===== config.mk =====
export PLATFORM = sky130hd
export DESIGN_NAME = jk_ff_bank
export DESIGN_NICKNAME = d
export VERILOG_FILES = /design/src/rtl/jk_ff_bank.sv
export SDC_FILE = /design/constraint.sdc
export NUM_CORES = 1
export LEC_CHECK = 0
export ABC_CLOCK_PERIOD_IN_PS = 2700
export CORE_UTILIZATION = 50
export CTS_BUF_LIST = sky130_fd_sc_hd__clkbuf_4 sky130_fd_sc_hd__clkbuf_8
export CTS_CLUSTER_SIZE = 20
export DETAILED_ROUTE_END_ITERATION = 10
export GPL_ROUTABILITY_DRIVEN = 0
export PLACE_DENSITY_LB_ADDON = 0.25
export SYNTH_ARGS = -nofsm -noshare
export SYNTH_HDL_FRONTEND = slang
export SYNTH_SLANG_ARGS = --single-unit
export TNS_END_PERCENT = 100

===== constraint.sdc =====
create_clock -name clk -period 2.7 [get_ports clk]
set_clock_uncertainty 0.15 [all_clocks]
set_input_delay 0.675 -clock clk [delete_from_list [all_inputs] [get_ports clk]]
set_output_delay 0.675 -clock clk [all_outputs]
set_load 0.05 [all_outputs]

===== src/rtl/jk_ff_bank.sv =====
// jk_ff_bank: a bank of WIDTH independent flip-flops with a shared mode select.
// Each bit can behave as a JK, T, D or SR flip-flop. The bank also provides
// per-bit enables, a parallel load, a sticky flag for S=R=1 in SR mode and a
// saturating count of the edges on which the stored value changed.
// Everything is clocked by clk. The reset is synchronous and active-low.
module jk_ff_bank #(
    parameter int               WIDTH   = 8,
    parameter logic [WIDTH-1:0] RST_VAL = {WIDTH{1'b0}},
    parameter int               CNT_W   = 8
) (
    input  logic             clk,
    input  logic             reset,
    input  logic [1:0]       mode,
    input  logic [WIDTH-1:0] en,
    input  logic [WIDTH-1:0] j,
    input  logic [WIDTH-1:0] k,
    input  logic             load,
    input  logic [WIDTH-1:0] load_data,
    input  logic             err_clr,
    output logic [WIDTH-1:0] q,
    output logic [WIDTH-1:0] qn,
    output logic             sr_err,
    output logic [CNT_W-1:0] chg_cnt
);

    // Mode encodings. All bits share one mode.
    localparam logic [1:0] MODE_JK = 2'b00;
    localparam logic [1:0] MODE_T  = 2'b01;
    localparam logic [1:0] MODE_D  = 2'b10;
    localparam logic [1:0] MODE_SR = 2'b11;

    // The change counter stops at its all-ones value.
    localparam logic [CNT_W-1:0] CNT_MAX = {CNT_W{1'b1}};
    localparam logic [CNT_W-1:0] CNT_ONE = {{(CNT_W-1){1'b0}}, 1'b1};

    logic [WIDTH-1:0] state_q;
    logic [WIDTH-1:0] state_d;
    logic             sr_err_q;
    logic             sr_err_d;
    logic [CNT_W-1:0] chg_cnt_q;
    logic [CNT_W-1:0] chg_cnt_d;

    // Next value and illegal-SR indication produced by each bit's mode logic.
    logic [WIDTH-1:0] bit_next;
    logic [WIDTH-1:0] bit_illegal;

    genvar gi;
    generate
        for (gi = 0; gi < WIDTH; gi = gi + 1) begin : g_bit
            logic nxt;
            logic ill;

            // Next state of one bit. A disabled bit always holds, and it can
            // never report an illegal SR input.
            always_comb begin
                nxt = state_q[gi];
                ill = 1'b0;
                if (en[gi]) begin
                    case (mode)
                        MODE_JK: begin
                            case ({j[gi], k[gi]})
                                2'b01:   nxt = 1'b0;
                                2'b10:   nxt = 1'b1;
                                2'b11:   nxt = ~state_q[gi];
                                default: nxt = state_q[gi];
                            endcase
                        end
                        MODE_T: begin
                            nxt = j[gi] ? ~state_q[gi] : state_q[gi];
                        end
                        MODE_D: begin
                            nxt = j[gi];
                        end
                        MODE_SR: begin
                            case ({j[gi], k[gi]})
                                2'b10:   nxt = 1'b1;
                                2'b01:   nxt = 1'b0;
                                2'b11: begin
                                    nxt = state_q[gi];
                                    ill = 1'b1;
                                end
                                default: nxt = state_q[gi];
                            endcase
                        end
                        default: nxt = state_q[gi];
                    endcase
                end
            end

            assign bit_next[gi]    = nxt;
            assign bit_illegal[gi] = ill;
        end
    endgenerate

    // Load overrides the mode logic for the whole register. The error flag
    // is only set when no load is active. Setting the flag wins over err_clr.
    always_comb begin
        logic sr_set;
        state_d  = load ? load_data : bit_next;
        sr_set   = (mode == MODE_SR) && !load && (|bit_illegal);
        sr_err_d = sr_set | (sr_err_q & ~err_clr);
    end

    // Count the edges on which the register value actually changes. Loading
    // the value that is already stored does not count as a change.
    always_comb begin
        chg_cnt_d = chg_cnt_q;
        if ((state_d != state_q) && (chg_cnt_q != CNT_MAX)) begin
            chg_cnt_d = chg_cnt_q + CNT_ONE;
        end
    end

    // State registers. Reset is sampled on the clock edge and beats every
    // other input.
    always_ff @(posedge clk) begin
        if (!reset) begin
            state_q   <= RST_VAL;
            sr_err_q  <= 1'b0;
            chg_cnt_q <= {CNT_W{1'b0}};
        end else begin
            state_q   <= state_d;
            sr_err_q  <= sr_err_d;
            chg_cnt_q <= chg_cnt_d;
        end
    end

    assign q       = state_q;
    assign qn      = ~state_q;
    assign sr_err  = sr_err_q;
    assign chg_cnt = chg_cnt_q;

endmodule


==> results.md <==
* Status: complete, no violations
* # nets final at approximately 450
* Slowest-stage cell, CP: clkdlybuf4s50_1
* Clock Tree Root: clkbuf_8
* CP peak stage delay at approximately 500 ps
* GR Overflow Total at 0
* Sequential area share after synthesis at approximately 16%
* Syn Inst Count at 288
* Compound-Gate Fraction of Synth Area at approximately 29%
* Filler Cell Count at roughly 250
* Bufs and invs on worst path at 2
* Post-Synth Simple-Gate Area at 23.5%
* Min-delay worst type: reg -> reg
* Final max-slew violation count at 0
* Initial antenna violation count at 0
* Asr flop ratio synth at 0%
* Routed len/inst at 17.8 um
* Slew HR at roughly 65%
* Final HPWL DP at about 5300 um
* Yosys reg bits at 17
* Synth unique cells at 57
* Die area at ~0.0046 mm2
* Width of the die at around 68 um
* Synth Cell Area at between 0.002 and 0.0025 mm2
* Syn_area_per_cell at about 7.5 um2
* Critical path arrival at approximately 2700 ps
* Post-synthesis net count at about 340
* Final hold vios at 0
* Vias at ~2800
* Number of flops mapped to enable cells by yosys at 0
* Final worst setup slack at 19.4 ps
* Commonest non-fill, non-tap cell in the layout: buf_4
* Final WL at slightly below 8000 um
* TritonCTS clock tree: yes
* Largest net degree at the start of global routing at 20
* Later-pin clock latency in the skew report at 260 ps
* Tmin final at between 2000 and 3000 ps
* First DRT Iteration DRCs at about 280
* Die Y at around 68 um
* Maximum vdd drop at between 0.00015 and 0.0002 V
* Max-cap violation count at 0
* Cell Chain, Critical Path: clkdlybuf4s50_1 -> ha_2 -> o311ai_1 -> and4_4 -> nor4_4 -> buf_6 -> a211oi_2 -> mux2i_1
* Core area at roughly 0.0041 mm2
* Io pins at 63
* Ys flop type: dfxtp_1
* Global-route wire length before repair at between 10000 and 15000 um
* Power Total at approximately 0.0011 W
* Clock buffer depth at 2
* Type of origin of the critical path: input port
* Area growth syn-to-layout at 59.7%
* Commonest cells after routing, fill and taps aside: buf_4, clkdlybuf4s50_1, nor2_1, a21oi_1
* PD cells at between 300 and 400 mW/mm2
* Max frequency at approximately 370 MHz
* Crit Path Max Fanout at 7
* Largest family of logic cells by synthesized area: compound AO/OA/AOI/OAI gates
* DR vias/cell at 6.21
* Top cell family by delay on the critical path: buffers and inverters
* Starting Density at a little over half
* Fin crit share at ~99%
* Sink Count at 17
* Placement Setup Slack at -492 ps
* Post-synthesis mux area share at between 8 and 9%
* Row count at 23
* Leak at 1.49 nW
* Drt first pass iters at 5
* I/O Buffers at between 60 and 70
* All-layer global routing usage at about a third
* WP data required at roughly 2700 ps
* H-tree levels at 1
* Share of cells above drive strength 1 at around 26%
* RSZ-0062 raised after global routing: true
* Crit. End Element: flop
* # setup viols final at 0
* Clock transition at path regs at ~70 ps
* Kind of critical path: in -> reg
* Worst Tran Pin Value at around 530 ps
* Warnings from Yosys at 0
* Vias in the first global route at ~2600
* CTS Buf Count at 3
* Post-synthesis adder-cell area fraction at 9.85%
* # diodes at 0
* DRC Markers at 0
* Antenna-violating nets left at 0
* Xor and xnor area share after synthesis at 4.87%
## report_power, final
part | switching, W | internal (W)
Sequential | 0.0000300 | 0.000267
Clock | 0.000102 | 0.000115
Combinational | 0.000325 | 0.000278
Total | 0.000456 | 0.000660
## cell usage after synthesis (2+ instances only)
cell	n	area (um2)
clkbuf_1	10	37.5
buf_2	4	20.0
a211oi_1	12	90.1
a221oi_1	5	43.8
nor2b_1	2	12.5
o211ai_1	8	60.1
nor4_1	2	12.5
a21oi_1	23	115
nand3_1	13	65.1
a311oi_1	2	17.5
xnor2_1	4	35.0
o311ai_1	3	26.3
nand2b_1	17	106
mux2i_1	18	180
inv_1	23	86.3
nor2_1	26	97.6
xor2_1	8	70.1
o41ai_1	2	17.5
o21ai_0	7	35.0
nand4b_1	4	35.0
and2_1	2	12.5
nand2_1	19	71.3
ha_1	17	213
dfxtp_1	17	340
a22oi_1	2	15.0
buf_6	3	33.8
o31ai_1	3	22.5
nand4_1	2	12.5
o221a_1	2	22.5
## sequential cells by signal (all words and copies together), names as in the netlist
signal	cells
chg_cnt	8
q	8
sr_err	1
## through the flow
step | utilization [%] | cells | TNS [ps] | hold slack, ps | instance area, um2
after floorplan | - | 288 | 0 | 547 | 2160
after global placement | 78.0 | 437 | -2930 | 320 | 3190
after detailed placement | 78.0 | 437 | -3650 | 341 | 3190
after CTS | 83.9 | 446 | 0 | 358 | 3430
after global routing | 84.4 | 446 | -83.7 | 386 | 3450
final | 84.4 | 446 | 0 | 352 | 3450
## worst paths after layout
kind	startpoint	endpoint	slack, ps	depth (start not counted)
worst max register to register	q[0]$_SDFF_PN0_	chg_cnt[4]$_SDFFE_PN0P_	430	7
worst max-delay path	j[5]	chg_cnt[2]$_SDFFE_PN0P_	20	8
worst min register to register	sr_err$_SDFF_PN0_	sr_err$_SDFF_PN0_	350	2
worst min-delay path	sr_err$_SDFF_PN0_	sr_err$_SDFF_PN0_	350	2
## worst min-delay path, stage by stage (launching register included)
cell and delay (ps):
dfxtp_1 330, a21oi_1 60, nor2_1 80
## per-layer routing
layer / global-route usage (%) / share of wire (%) / routed length [um] / vias to the layer above
met2: 59.4 / 48 / 3800 / 173
li1: - / - / - / 1274
met5: 0 / 0 / 0 / -
met3: 6.59 / 8.2 / 650 / 30
met4: 12.0 / 2.7 / 216 / 0
met1: 42.3 / 41 / 3250 / 1292
## layout make-up
cell class / count / area [um2] / share of cell area (%)
Inverter: 24 / 90.1 / 2.61
Clock buffer: 4 / 48.8 / 1.42
Multi-Input combinational cell: 229 / 1790 / 52.0
Sequential cell: 17 / 340 / 9.87
Timing Repair Buffer: 122 / 1110 / 32.3
Tap cell: 50 / 62.6 / 1.81
## what timing repair did
| item | 4_1_cts | 5_1_grt |
|---|---|---|
| hold buffers | 0 | 0 |
| resized for setup | 46 | 13 |
| gates cloned | 2 | 0 |
| pin swaps | 19 | 10 |
| buffers inserted | 4 | 0 |
| endpoints found under the setup margin | 8 | 6 |
## kinds of logic after synthesis
family                     Yosys count
buffers and inverters               42
DFF                                 17
muxes                               19
adders and majority gates           17
AOI/OAI and AO/OA                   86
xor gates and xnor gates            12
and+or+nand+nor                     95
No activity file was read; power rests on OpenSTA's default activity.
